## config.mk

```make
export PLATFORM = sky130hd
export DESIGN_NAME = rep_add_mul_seq_flat
export DESIGN_NICKNAME = d
export VERILOG_FILES = /design/src/rtl/rep_mul_pkg.sv /design/src/rtl/rep_add_mul_seq_if.sv /design/src/rtl/rep_mul_downcnt.sv /design/src/rtl/rep_add_mul_seq.sv /design/src/flat_wrapper.sv
export SDC_FILE = /design/constraint.sdc
export NUM_CORES = 1
export LEC_CHECK = 0
export ABC_AREA = 1
export CORE_MARGIN = 2
export CORE_UTILIZATION = 50
export DETAILED_ROUTE_END_ITERATION = 7
export PLACE_DENSITY = 0.84
export SYNTH_ARGS = -nofsm -noshare
export SYNTH_HDL_FRONTEND = slang
export SYNTH_SLANG_ARGS = --single-unit
```

## constraint.sdc

```tcl
create_clock -name clk -period 2 [get_ports clk]
set_input_delay 0.2 -clock clk [delete_from_list [all_inputs] [get_ports clk]]
set_output_delay 0.2 -clock clk [all_outputs]
set_load 0.05 [all_outputs]
```

## src/rtl/rep_mul_pkg.sv

```systemverilog
// Shared definitions for the repeated-addition multiplier: FSM state
// encoding, product-width helpers and a zero-extension function.
package rep_mul_pkg;

   typedef enum logic [1:0] {
      IDLE = 2'b00,
      RUN  = 2'b01,
      DONE = 2'b10,
      ABRT = 2'b11
   } state_t;

   // Default operand width and the matching product width.
   localparam int WIDTH_DEF = 8;
   localparam int PW        = 2 * WIDTH_DEF;

   // Widest operand the zero-extension helper handles.
   localparam int MAX_W = 32;

   // Product width for an arbitrary operand width.
   function automatic int pw(input int width);
      return 2 * width;
   endfunction

   // Zero-extend an operand to double the helper width; callers truncate.
   function automatic logic [2*MAX_W-1:0] zext(input logic [MAX_W-1:0] v);
      return {{MAX_W{1'b0}}, v};
   endfunction

endpackage

```

## src/rtl/rep_add_mul_seq_if.sv

```systemverilog
// Host-side bus of the repeated-addition multiplier.
// Handshake: a request is accepted on a rising clk edge where start=1 and
// ready=1; a and b are sampled on that edge only. Completion is a one-cycle
// done pulse (product valid and held) or a one-cycle aborted pulse.
interface rep_add_mul_seq_if #(
   parameter int WIDTH = 8
);
   logic               start;
   logic               abort;
   logic [WIDTH-1:0]   a;
   logic [WIDTH-1:0]   b;
   logic               ready;
   logic               busy;
   logic               done;
   logic [2*WIDTH-1:0] product;
   logic               aborted;

   modport master (
      output start, abort, a, b,
      input  ready, busy, done, product, aborted
   );

   modport slave (
      input  start, abort, a, b,
      output ready, busy, done, product, aborted
   );
endinterface

```

## src/rtl/rep_mul_downcnt.sv

```systemverilog
// WIDTH-bit loadable down-counter with a zero flag. Load has priority over
// decrement; decrementing at zero is not expected by the controller.
module rep_mul_downcnt #(
   parameter int WIDTH = 8
) (
   input  logic             clk,
   input  logic             reset,
   input  logic             load,
   input  logic [WIDTH-1:0] load_val,
   input  logic             dec,
   output logic             zero
);

   logic [WIDTH-1:0] count_q;

   // Count register: load a new iteration count or step down by one.
   always_ff @(posedge clk or posedge reset) begin
      if (reset) begin
         count_q <= '0;
      end else if (load) begin
         count_q <= load_val;
      end else if (dec) begin
         count_q <= count_q - 1'b1;
      end
   end

   assign zero = (count_q == '0);

endmodule

```

## src/rtl/rep_add_mul_seq.sv

```systemverilog
// Sequential unsigned multiplier: product = a * b formed by adding the
// addend into an accumulator once per cycle for counter iterations.
// Optional build macro OPERAND_SWAP_EN: iterate over the smaller operand
// (counter = min(a,b), addend = max(a,b)) to shorten the latency.
// WIDTH must lie between 2 and rep_mul_pkg::MAX_W.
module rep_add_mul_seq
   import rep_mul_pkg::*;
#(
   parameter int WIDTH = 8
) (
   input  logic               clk,
   input  logic               reset,
   rep_add_mul_seq_if.slave   bus,
   output state_t             dbg_state
);

   localparam int PWL = pw(WIDTH);

   state_t           state_q, state_d;
   logic [PWL-1:0]   addend_q;
   logic [PWL-1:0]   acc_q;
   logic [PWL-1:0]   product_q;
   logic [WIDTH-1:0] op_add, op_cnt;
   logic             cnt_load, cnt_dec, cnt_zero;

   // Choose which operand is accumulated and which one sets the iteration count.
   always_comb begin
`ifdef OPERAND_SWAP_EN
      if (bus.a >= bus.b) begin
         op_add = bus.a;
         op_cnt = bus.b;
      end else begin
         op_add = bus.b;
         op_cnt = bus.a;
      end
`else
      op_add = bus.a;
      op_cnt = bus.b;
`endif
   end

   rep_mul_downcnt #(.WIDTH(WIDTH)) u_cnt (
      .clk      (clk),
      .reset    (reset),
      .load     (cnt_load),
      .load_val (op_cnt),
      .dec      (cnt_dec),
      .zero     (cnt_zero)
   );

   // State register.
   always_ff @(posedge clk or posedge reset) begin
      if (reset) begin
         state_q <= IDLE;
      end else begin
         state_q <= state_d;
      end
   end

   // Next state and counter control; abort only matters in RUN.
   always_comb begin
      state_d  = state_q;
      cnt_load = 1'b0;
      cnt_dec  = 1'b0;
      case (state_q)
         IDLE: begin
            if (bus.start) begin
               cnt_load = 1'b1;
               state_d  = RUN;
            end
         end
         RUN: begin
            if (bus.abort) begin
               state_d = ABRT;
            end else if (!cnt_zero) begin
               cnt_dec = 1'b1;
            end else begin
               state_d = DONE;
            end
         end
         DONE:    state_d = IDLE;
         ABRT:    state_d = IDLE;
         default: state_d = IDLE;
      endcase
   end

   // Datapath: capture addend on accept, accumulate while counting, publish on completion.
   always_ff @(posedge clk or posedge reset) begin
      if (reset) begin
         addend_q  <= '0;
         acc_q     <= '0;
         product_q <= '0;
      end else begin
         if (cnt_load) begin
            addend_q <= PWL'(zext(MAX_W'(op_add)));
            acc_q    <= '0;
         end
         if (cnt_dec) begin
            acc_q <= acc_q + addend_q;
         end
         if (state_q == RUN && state_d == DONE) begin
            product_q <= acc_q;
         end
      end
   end

   assign bus.ready   = (state_q == IDLE);
   assign bus.busy    = (state_q == RUN);
   assign bus.done    = (state_q == DONE);
   assign bus.aborted = (state_q == ABRT);
   assign bus.product = product_q;
   assign dbg_state   = state_q;

endmodule
```

## src/flat_wrapper.sv

```systemverilog
// flat-port wrapper written by rule: the top's interface ports become plain ports
module rep_add_mul_seq_flat import rep_mul_pkg::*;
#(
   parameter int WIDTH = 8
)
  (clk, reset, dbg_state, bus_start, bus_abort, bus_a, bus_b, bus_ready, bus_busy, bus_done, bus_product, bus_aborted);
  rep_add_mul_seq_if #(.WIDTH(WIDTH)) bus_i ();
  input  logic clk;
  input  logic reset;
  output state_t dbg_state;
  input wire logic [$bits(bus_i.start)-1:0] bus_start;
  input wire logic [$bits(bus_i.abort)-1:0] bus_abort;
  input wire logic [$bits(bus_i.a)-1:0] bus_a;
  input wire logic [$bits(bus_i.b)-1:0] bus_b;
  output wire logic [$bits(bus_i.ready)-1:0] bus_ready;
  output wire logic [$bits(bus_i.busy)-1:0] bus_busy;
  output wire logic [$bits(bus_i.done)-1:0] bus_done;
  output wire logic [$bits(bus_i.product)-1:0] bus_product;
  output wire logic [$bits(bus_i.aborted)-1:0] bus_aborted;
  assign bus_i.start = bus_start;
  assign bus_i.abort = bus_abort;
  assign bus_i.a = bus_a;
  assign bus_i.b = bus_b;
  assign bus_ready = bus_i.ready;
  assign bus_busy = bus_i.busy;
  assign bus_done = bus_i.done;
  assign bus_product = bus_i.product;
  assign bus_aborted = bus_i.aborted;
  rep_add_mul_seq #(.WIDTH(WIDTH)) u_core (.clk(clk), .reset(reset), .bus(bus_i), .dbg_state(dbg_state));
endmodule
```

# After elaboration in Yosys (flattened, before gate mapping)
# Index checks and enable logic that the tools add are counted.
# totals
ff_bits	50
input_bits	20
output_inout_bits	22
wordCells	29
# op_classes
addsub	2
n_eq_ne	4
n_mux	13
reduce_logical	5
# op_table
cell	count
two-way mux 16 bit	2
adder 16 x 8 -> 16 bit	1
two-way mux 8 bit	2
logical NOT 8 bit	1
subtractor 8 x 1 -> 8 bit (second input constant)	1
equality test 2 bit (second input constant)	3
two-way mux 2 bit	3
case mux 2 bit (3 select lines)	1
two-way mux 1 bit	5
equality test 2 x 1 -> 1 bit (second input constant)	1
logical NOT 2 bit	1
nonzero test 2 bit	1
OR reduction 2 bit	1
logical AND 1 bit	1

# Logic depth before layout (Yosys ltp)
# Gate-level depths: netlist (run 1).
# logic_depth
depth_word	6
depth_mapped	12

# Modules after synthesis
# A second synthesis (run 1) with hierarchy kept.
# unflattened
cells_unflattened	373
area_unflattened_um2	2810.2
# by_module_without_submodules
mod	instances	cells_each	area_per_inst_um2
rep_add_mul_seq	1	303	2275.9
rep_mul_downcnt	1	70	534.3

# Least setup slack after synthesis (run 1)
# No wires, ideal clock.
# synth_timing
kind	reg2reg
from	register u_core.state_q[0] (netlist: u_core.dbg_state[0])
to	register u_core.u_cnt.count_q[5]
setup_time_ns	0.124
arrival_time_ns	1.877
slack_ns	-0.001
stages_incl_launch_ff	8
path_buffers	1
period_less_slack_ns	2.001
path_cell_list	dfrtp_1 -> nor2_2 -> nand2_2 -> inv_2 -> buf_2 -> nor2_1 -> a22oi_1 -> nand2_1
# synth_via
elab_chain_len	3
word_cells_on_any_way	6
cone_classes	eq/ne: 1; mux: 3; reduce/logical: 2
# synth_rtl
element	line_no	rtl
from (decl)	rep_add_mul_seq.sv:19	state_t state_q, state_d;
from (signal assigned)	rep_add_mul_seq.sv:56	state_q <= state_d;
logical NOT 2 bit (*)	-	
named net bus_ready	flat_wrapper.sv:15	output wire logic [$bits(bus_i.ready)-1:0] bus_ready;
two-way mux 1 bit (*)	rep_add_mul_seq.sv:65	case (state_q)
two-way mux 8 bit or nonzero test 2 bit (tied branches)	-	
to (signal assigned)	rep_mul_downcnt.sv:21	count_q <= load_val;
to (signal assigned)	rep_mul_downcnt.sv:23	count_q <= count_q - 1'b1;
to (decl)	rep_mul_downcnt.sv:14	logic [WIDTH-1:0] count_q;
# The timed path passes the listed nets; every way through them passes the cells marked *.
# A chain may end at the register's enable or synchronous reset.

# Final worst setup path (run 1)
# layout_timing
from	register u_core.state_q[0] (netlist: u_core.dbg_state[0])
to	output port bus_done
# layout_via
elab_chain_len	1
# layout_rtl
element	line_no	rtl
equality test 2 bit	rep_add_mul_seq.sv:109	assign bus.done = (state_q == DONE);
to (decl)	flat_wrapper.sv:17	output wire logic [$bits(bus_i.done)-1:0] bus_done;
# Every way passes these cells.

==> results.md, run 1 <==
* Post-synthesis sequential area ratio at 41.7%
* CP Data Required Time at around 1800 ps
* Worst hold path type: in2async
* Vias in the first global route at about 2300
* P_leak at 1.81 nW
* Final Skew at approximately 6.9 ps
* Port Buf Inserts at 41
* Dominant cells by area after synthesis: dfrtp_1 (42%), nand2_1 (17%), inv_1 (6.8%)
* Max clock buf depth at 2
* Startpoint types: register
* Num rows at 28
* Antenna-violating nets left at 0
* Post-DP HPWL at approximately 4.6 mm
* Syn. warnings at 0
* GRT Util Overall at between 20% and 30%
* Initial core utilization at 51.3%
* Comb power frac at between 50% and 60%
* CTS H-tree lvls at 2
* Multi-input logic area at about 0.0015 mm2
* Fmax achieved at around 520 MHz
* Final WS setup at 67.3 ps
* Max-slew violation count at 0
* Final-report setup violation count at 0
* Grt ovf at 0
* Mapped Cells at approximately 390
* Drt wl/cell at about 12 um
* Hold slack at approximately 200 ps
* DRC at 0
* Critical Path Sink Type: output port
* Global-route wire length before repair at roughly 11 mm
* DR iter-0 viols at between 200 and 250
* Vias/cell at about 5.0
* Post-DP Area at between 0.003 and 0.004 mm2
* Die width at 81.5 um
* Rel. slew slack at between 60% and 70%
* CTS root buffer: clkbuf_8
* Post-synth EDFFs at 0
* Cts bufs inserted at 5
* TritonCTS clock tree: done
* Commonest non-fill, non-tap cells in the layout: nand2_1 (132), inv_1 (53), dfrtp_1 (50)
* Total Power at 4.48 mW
* Detailed-route via count at roughly 2500
* Async set or reset register ratio after synthesis at 100%
* Final Cycle Share at between 90% and 100%
* Die area at roughly 0.0066 mm2
* Avg Cell Area, Syn at just under 8 um2
* Main synth FF type: dfrtp_1
* Synth top area share at about two fifths
* Internal power at about 2.4 mW
* Maximum number of pins on one net before global-route repair at 33
* Initial antenna violation count at 0
* Clock Power Share at between 10% and 20%
* Seq. cell area at 0.00125 mm2
* Layout Utilization at approximately 61%
* Post-synth cell types at 33
* Status: complete, no violations
* Maxcap violations at 0
* Clock slew at reported path FFs at roughly 100 ps
* Most common cell after layout, fill and taps aside: nand2_1
* Die Y at roughly 81 um
* Core area at a little under 0.006 mm2
* Syn-to-layout area delta at 19.1%
* Diode count at 0
* Worst IR Drop VDD at between 0.7 and 0.8 mV
* Final instance area at 0.00357 mm2
* Pwr Density at 1250 mW/mm2
* DRT Wirelength at slightly above 6 mm
* IO Count at 42
* Critical Path AT at approximately 1700 ps
* Layout cells sized above 1 at 14.8%
* Pre-CTS WS at around 140 ps
* Clk sinks at 50
* Max Fanout on Critical Path at 5
* Minimum clock period at between 1500 and 2000 ps
* Worst-margin pin slew at 506 ps
* Final hold vios at 0
* First-pass DRT Iterations at 4
* Switch Pwr at approximately 2.1 mW
* Fill cells at around 510
* Setup Crit Path Kind: reg2out
* Switching share of power at a little under half
* Syn_nets at around 420
* Mapped cell area at about 0.0030 mm2
* Nets at 462
* Clock Latency Late Sink at a little over 300 ps
* Register share of total power at about a third
* Area leader, netlist: dfrtp_1
* CTS Hold Bufs at 0
* Routability cong. at 0.863
* Register bit total from synthesis at 50
-- through the flow --
stage	std cells	setup TNS [ps]
global route	507	-9.24
floorplan	388	0
CTS	507	0
detailed placement	499	0
global placement	499	0
finish	507	0
-- final timing paths --
kind	from	to	slack, ps	depth (start not counted)
max	u_core.dbg_state[0]	bus_done	70	2
min	reset	u_core.acc_q[15]	200	2
max reg2reg	u_core.addend_q[0]	u_core.acc_q[12]	160	11
min reg2reg	u_core.bus.product[10]	u_core.bus.product[10]	490	2
max in group asynchronous	reset	u_core.acc_q[1]	1280	3
min in group clk	bus_a[5]	u_core.addend_q[5]	420	3
-- critical path, stage by stage, from the launching register on --
cell and delay, ps:
dfrtp_1 470, nor2_1 140, clkdlybuf4s50_1 810
-- timing repair --
action / CTS / global route
setup buffers: 0 / 0
gates resized for setup: 0 / 2
hold endpoints to repair: 0 / 0
setup endpoints to repair: 0 / 2
-- synthesized netlist by cell type, types with 2 or more instances --
| cell | count |
|---|---|
| or2_2 | 2 |
| o21ai_1 | 7 |
| o21ai_0 | 7 |
| nor2_4 | 4 |
| o21ai_2 | 16 |
| inv_1 | 54 |
| nand2_1 | 133 |
| nand4_1 | 2 |
| buf_6 | 4 |
| inv_2 | 3 |
| dfrtp_1 | 50 |
| buf_4 | 2 |
| a21oi_1 | 7 |
| nand2_2 | 16 |
| ha_1 | 10 |
| buf_2 | 3 |
| nor2_1 | 19 |
| nor3_1 | 2 |
| nand3_1 | 27 |
| nand4_4 | 2 |
| o22ai_1 | 6 |
-- kinds of logic (layout without fill, tap and decap cells) --
logic type	after synthesis	in the layout	synth area share, %
buf+inv	67	111	9.75
xor+xnor	1	1	0.292
compound gates	48	48	10.7
fa+ha+maj	11	11	4.84
flops	50	50	41.7
simple gates	211	211	32.8
-- layer usage --
layer  GRT usage, %  part of all wire [%]  up-vias
met3           3.85                   4.5        9
met1           26.7                    48     1162
met4           6.27                   1.4        0
met5              0                     0        -
met2           35.5                    46       65
li1               -                     -     1301
-- sequential cells by signal, summed over array words and instances (netlist names) --
register              cells
u_core.u_cnt.count_q      8
u_core.dbg_state          2
u_core.acc_q             16
u_core.addend_q           8
u_core.bus.product       16
-- area by class of cell --
| class | count | share of cell area (%) |
|---|---|---|
| clock buffer | 5 | 1.93 |
| clock inverter | 3 | 0.595 |
| inverter | 57 | 5.99 |
| multi-input combinational | 271 | 41.1 |
| sequential | 50 | 35.0 |
| tap | 75 | 2.63 |
| timing repair buffer | 46 | 12.8 |
-- power by group through the flow --
stage          Clock, mW  Sequential [mW]  Combinational (mW)
2_1_floorplan          0             1.65                1.66
3_3_place_gp           0             1.53                2.27
3_5_place_dp           0             1.54                2.34
4_1_cts            0.615             1.52                2.35
5_1_grt            0.652             1.56                2.64
6_report           0.604             1.52                2.36
Note: power is estimated with default switching activity, not from simulation.
==> inputs of run 2 (changes only) <==
- TNS_END_PERCENT: unset -> 5
==> results of run 2 <==
Final layout, timing and power as in run 1 (identical DEF).
